File: src/rtl/arm_pkg.sv
// Shared ARM condition/status definitions: cond-code enum and flag bit positions.
// Latency: none (types and constants only).
// Backpressure: not applicable.
package arm_pkg;

   // Condition field [31:28] encodings
   typedef enum logic [3:0] {
      EQ = 4'h0, NE = 4'h1, CS = 4'h2, CC = 4'h3,
      MI = 4'h4, PL = 4'h5, VS = 4'h6, VC = 4'h7,
      HI = 4'h8, LS = 4'h9, GE = 4'hA, LT = 4'hB,
      GT = 4'hC, LE = 4'hD, AL = 4'hE, NV = 4'hF
   } cond_e;

   // Bit positions inside the {N,Z,C,V} status vector
   localparam int unsigned FLAG_N = 3;
   localparam int unsigned FLAG_Z = 2;
   localparam int unsigned FLAG_C = 1;
   localparam int unsigned FLAG_V = 0;

   typedef logic [3:0] flags_t;

endpackage

File: src/rtl/cond_eval.sv
// Decodes a 4-bit ARM condition field against {N,Z,C,V} flags.
// Latency: purely combinational.
// Backpressure: none; output follows inputs.
module cond_eval
   import arm_pkg::*;
(
   input  logic [3:0] cond,
   input  flags_t     flags,
   output logic       pass
);

   logic n, z, c, v;

   assign n = flags[FLAG_N];
   assign z = flags[FLAG_Z];
   assign c = flags[FLAG_C];
   assign v = flags[FLAG_V];

   // Condition decode; NV is reserved and never passes
   always_comb begin
      pass = 1'b0;
      case (cond_e'(cond))
         EQ: pass = z;
         NE: pass = !z;
         CS: pass = c;
         CC: pass = !c;
         MI: pass = n;
         PL: pass = !n;
         VS: pass = v;
         VC: pass = !v;
         HI: pass = c & !z;
         LS: pass = !c | z;
         GE: pass = (n == v);
         LT: pass = (n != v);
         GT: pass = !z & (n == v);
         LE: pass = z | (n != v);
         AL: pass = 1'b1;
         default: pass = 1'b0;
      endcase
   end

endmodule

File: src/rtl/cond_status_unit.sv
// Architectural NZCV register plus registered condition check of the ID-stage instruction.
// Latency: status_q and cond_pass/pass_valid update one cycle after inputs; c_out is combinational from status_q.
// Backpressure: stall holds the pass register, flush clears it; the status register ignores both.
module cond_status_unit
   import arm_pkg::*;
(
   input  logic       clk,
   input  logic       rst_n,
   input  logic [3:0] status_bits_in,
   input  logic       exe_valid,
   input  logic       s_update,
   input  logic       id_valid,
   input  logic [3:0] cond,
   input  logic       stall,
   input  logic       flush,
   output logic [3:0] status_q,
   output logic       c_out,
   output logic       cond_pass,
   output logic       pass_valid
);

   logic   flag_wr;
   flags_t fwd;
   logic   eval;

   // A flag-setting EXE instruction is visible to the ID check in the same cycle
   assign flag_wr = exe_valid & s_update;
   assign fwd     = flag_wr ? status_bits_in : status_q;

   // Carry into the ALU comes from committed flags only
   assign c_out = status_q[FLAG_C];

   cond_eval u_cond_eval (
      .cond  (cond),
      .flags (fwd),
      .pass  (eval)
   );

   // Status register: written by valid S-bit instructions, independent of stall/flush
   always_ff @(posedge clk or negedge rst_n) begin
      if (!rst_n) begin
         status_q <= 4'b0000;
      end else if (flag_wr) begin
         status_q <= status_bits_in;
      end
   end

   // Pass register: flush clears, stall holds, otherwise capture the current evaluation
   always_ff @(posedge clk or negedge rst_n) begin
      if (!rst_n) begin
         cond_pass  <= 1'b0;
         pass_valid <= 1'b0;
      end else if (flush) begin
         cond_pass  <= 1'b0;
         pass_valid <= 1'b0;
      end else if (!stall) begin
         cond_pass  <= eval & id_valid;
         pass_valid <= id_valid;
      end
   end

endmodule

File: config.mk
export PLATFORM = sky130hd
export DESIGN_NAME = cond_status_unit
export DESIGN_NICKNAME = d
export VERILOG_FILES = /design/src/rtl/arm_pkg.sv /design/src/rtl/cond_eval.sv /design/src/rtl/cond_status_unit.sv
export SDC_FILE = /design/constraint.sdc
export NUM_CORES = 1
export LEC_CHECK = 0
export ABC_AREA = 1
export CORE_AREA = 2 2 39 41
export CTS_CLUSTER_SIZE = 12
export DETAILED_ROUTE_END_ITERATION = 8
export DIE_AREA = 0 0 41 43
export DONT_BUFFER_PORTS = 1
export PLACE_DENSITY = 0.53
export SYNTH_ARGS = -nofsm -noshare
export SYNTH_HDL_FRONTEND = slang
export SYNTH_SLANG_ARGS = --single-unit
File: constraint.sdc
create_clock -name clk -period 1.3 [get_ports clk]
set_input_delay 0.26 -clock clk [delete_from_list [all_inputs] [get_ports clk]]
set_output_delay 0.26 -clock clk [all_outputs]
set_load 0.005 [all_outputs]
==> run metrics <==
Routed WL 1186 um; Final WS setup 0.06763 ns; reg2reg end cond_pass$_DFFE_PN0P_; CP startpoint kind flop; Synth Instances 90; pre-CTS setup slack 0.06821 ns; worst endpoint data arrival time 1.36 ns; clk_lat worst skew 0.24 ns; deepest clock path buffer count 2; DP Cell Count 105; DRT met1 WL 544 um; FF+latch count, synth 6; leak pwr 0.3323 nW; DR WL/cell 10.88 um; post-synthesis adder-cell area fraction 0; Post-Layout Cell Count 109; Final setup violation count 0; Slew @ Worst Pin 0.3159 ns; RSZ-0062 raised after global routing true; CP Capture Type flop; antenna violations before repair 0; Worst-path clk slew 0.05 ns; Min Clock Period, post-route 1.232 ns; row count 14; I/O Buffers 0; Residual DRC 0; Mapped Area 528.0 sq um; Power Density 928.4 nW/um^2; Fin. Hold Viols 0; Tcrit/Tclk final 0.9480; met3 WL 93 um; post-synthesis mux area share 0; post-synthesis average cell area 5.867 sq um; post-synthesis sequential area ratio 0.2844; min-delay src stall; Syn Nets 105; Top Metal Used met4; root buffer cell clkbuf_4; drt first pass iters 4; 1st-iter DRT viols 15; crit path max fanout 3; Synth Area in Simple Gates 0.5592; yosys warns 0; most used cell along the critical path nand2_1; first-pass GRT wire length 2056 um; CTS buffer count 3; post-synthesis compound-gate area fraction 0.04976; Rel. slew slack 0.7887; post-CTS sizing 0; Hold Path End pass_valid$_DFFE_PN0P_; r2r startpoint status_q[3]$_DFF_PN0_; GRT overflow 0; I/O Pins 22; CTS tree built; Core Footprint 1384 sq um; largest family of logic cells by synthesized area simple AND/OR/NAND/NOR gates; hold path cells 2; WP data required 1.43 ns; die footprint 1763 sq um; HP Class input pin to flop; Cell Chain, Critical Path inv_1 > nand2_1 > nand2_2 > nand2_1 > nand2_1 > a21oi_2 > nand2_1 > nor2_1 > nand2_1 > nand2_1 > nand2_1; Yosys cell types 14; f_max 811.4 MHz; chip height 43 um; clk_skew 0.001441 ns; R2R depth 11; Area growth syn-to-layout 8.531%; CP max stage cell dfrtp_1; Reg2Reg Setup Slack 0.07 ns; GRT Util Overall 0.1709; clk sinks 6; Die X 41 um; RePlAce Congestion 0.8102; largest net degree at the start of global routing 8; Post-DRT Antenna Nets 0; antenna cell count 0; final slew viol count 0; Setup Crit Path Kind flop to flop; VDD IR max 257.1 uV; Final Net Count 110; Max Cap Violations 0; XOR/XNOR Fraction of Synth Area 0; DR WL met2 533 um; fraction of layout instances using a drive strength above 1 0.1505; # Post-CTS Setup Buffers 0; vias in the first global route 531; status finished clean; vias 533; post-detail-place hpwl 974.9 um; starting density of the core 0.3816; htree depth 1; max incr delay on CP 0.38 ns; DR vias/cell 4.890
cell families after synthesis:
kind of cell    count (synthesis)
simple gates                   66
compound gates                  4
flops                           6
buf+inv                        14
cell usage after synthesis:
library cell	count	area, sq um
a21boi_1	1	7.510
a21oi_1	2	10.01
a21oi_2	1	8.760
buf_4	1	7.510
dfrtp_1	6	150.1
inv_1	12	45.04
inv_2	1	3.750
nand2_1	27	101.4
nand2_2	8	50.05
nand3_1	14	70.07
nand3_2	1	10.01
nand4_1	1	6.260
nor2_1	14	52.55
nor3_1	1	5.000
flip-flops by register name, summed over array words and instances (netlist names):
| name | cells |
|---|---|
| cond_pass | 1 |
| status_q | 4 |
| pass_valid | 1 |
worst max-delay path by stage:
stage / end / cells past startpoint / start / slack, ns
floorplan: cond_pass$_DFFE_PN0P_ / 10 / status_q[3]$_DFF_PN0_ / 0.18
finish: cond_pass$_DFFE_PN0P_ / 11 / status_q[3]$_DFF_PN0_ / 0.07
global placement: cond_pass$_DFFE_PN0P_ / 11 / status_q[3]$_DFF_PN0_ / 0.07
global route: cond_pass$_DFFE_PN0P_ / 11 / status_q[3]$_DFF_PN0_ / -0.05
detailed placement: cond_pass$_DFFE_PN0P_ / 11 / status_q[3]$_DFF_PN0_ / 0.07
CTS: cond_pass$_DFFE_PN0P_ / 11 / status_q[3]$_DFF_PN0_ / 0.06
routing by layer:
metal / global-route usage / up-vias
met4: 0.1200 / 0
li1: - / 286
met5: 0 / -
met3: 0.02094 / 2
met2: 0.2438 / 17
met1: 0.2258 / 228
layout make-up:
| cell class | instances | area (sq um) |
|---|---|---|
| inverters | 13 | 48.80 |
| fillers | 162 | 810.8 |
| repair buffers | 1 | 10.01 |
| flip-flops and latches | 6 | 150.1 |
| clock buffers | 3 | 22.52 |
| well taps | 16 | 20.02 |
| multi-input cells | 70 | 321.6 |
metrics by stage:
step,utilization,instance area [sq um],hold WS (ns),total power [mW],TNS (ns)
floorplan,-,528.0,-0.03559,0.3424,0
global placement,0.3906,540.5,-0.03543,0.3596,0
detailed placement,0.3906,540.5,-0.03544,0.3601,0
CTS,0.4141,573.1,0.1569,0.5453,0
global route,0.4141,573.1,0.1809,0.5839,-0.04723
finish,0.4141,573.1,0.1640,0.5320,0
placed cells by master, fill, tap and decap left out, types with 2 or more instances in the layout:
cell / n
nand2_1: 27
clkbuf_4: 3
nand3_1: 14
a21oi_1: 2
nor2_1: 14
inv_1: 12
dfrtp_1: 6
nand2_2: 8
power breakdown:
group	switching, mW	internal [mW]
clock	0.0652	0.104
combinational	0.0876	0.0501
sequential	0.0182	0.207
critical path: cells and delay by family, from the launching register on:
family          cells  cell delay, ns
compound gates      1            0.12
buf+inv             1            0.05
flops               1            0.38
simple gates        9            0.57
repair_timing:
item                       CTS  global route
hold buffers                 1             0
hold endpoints to repair     6             0
setup endpoints to repair    0             1
No activity file was read; power rests on OpenSTA's default activity.
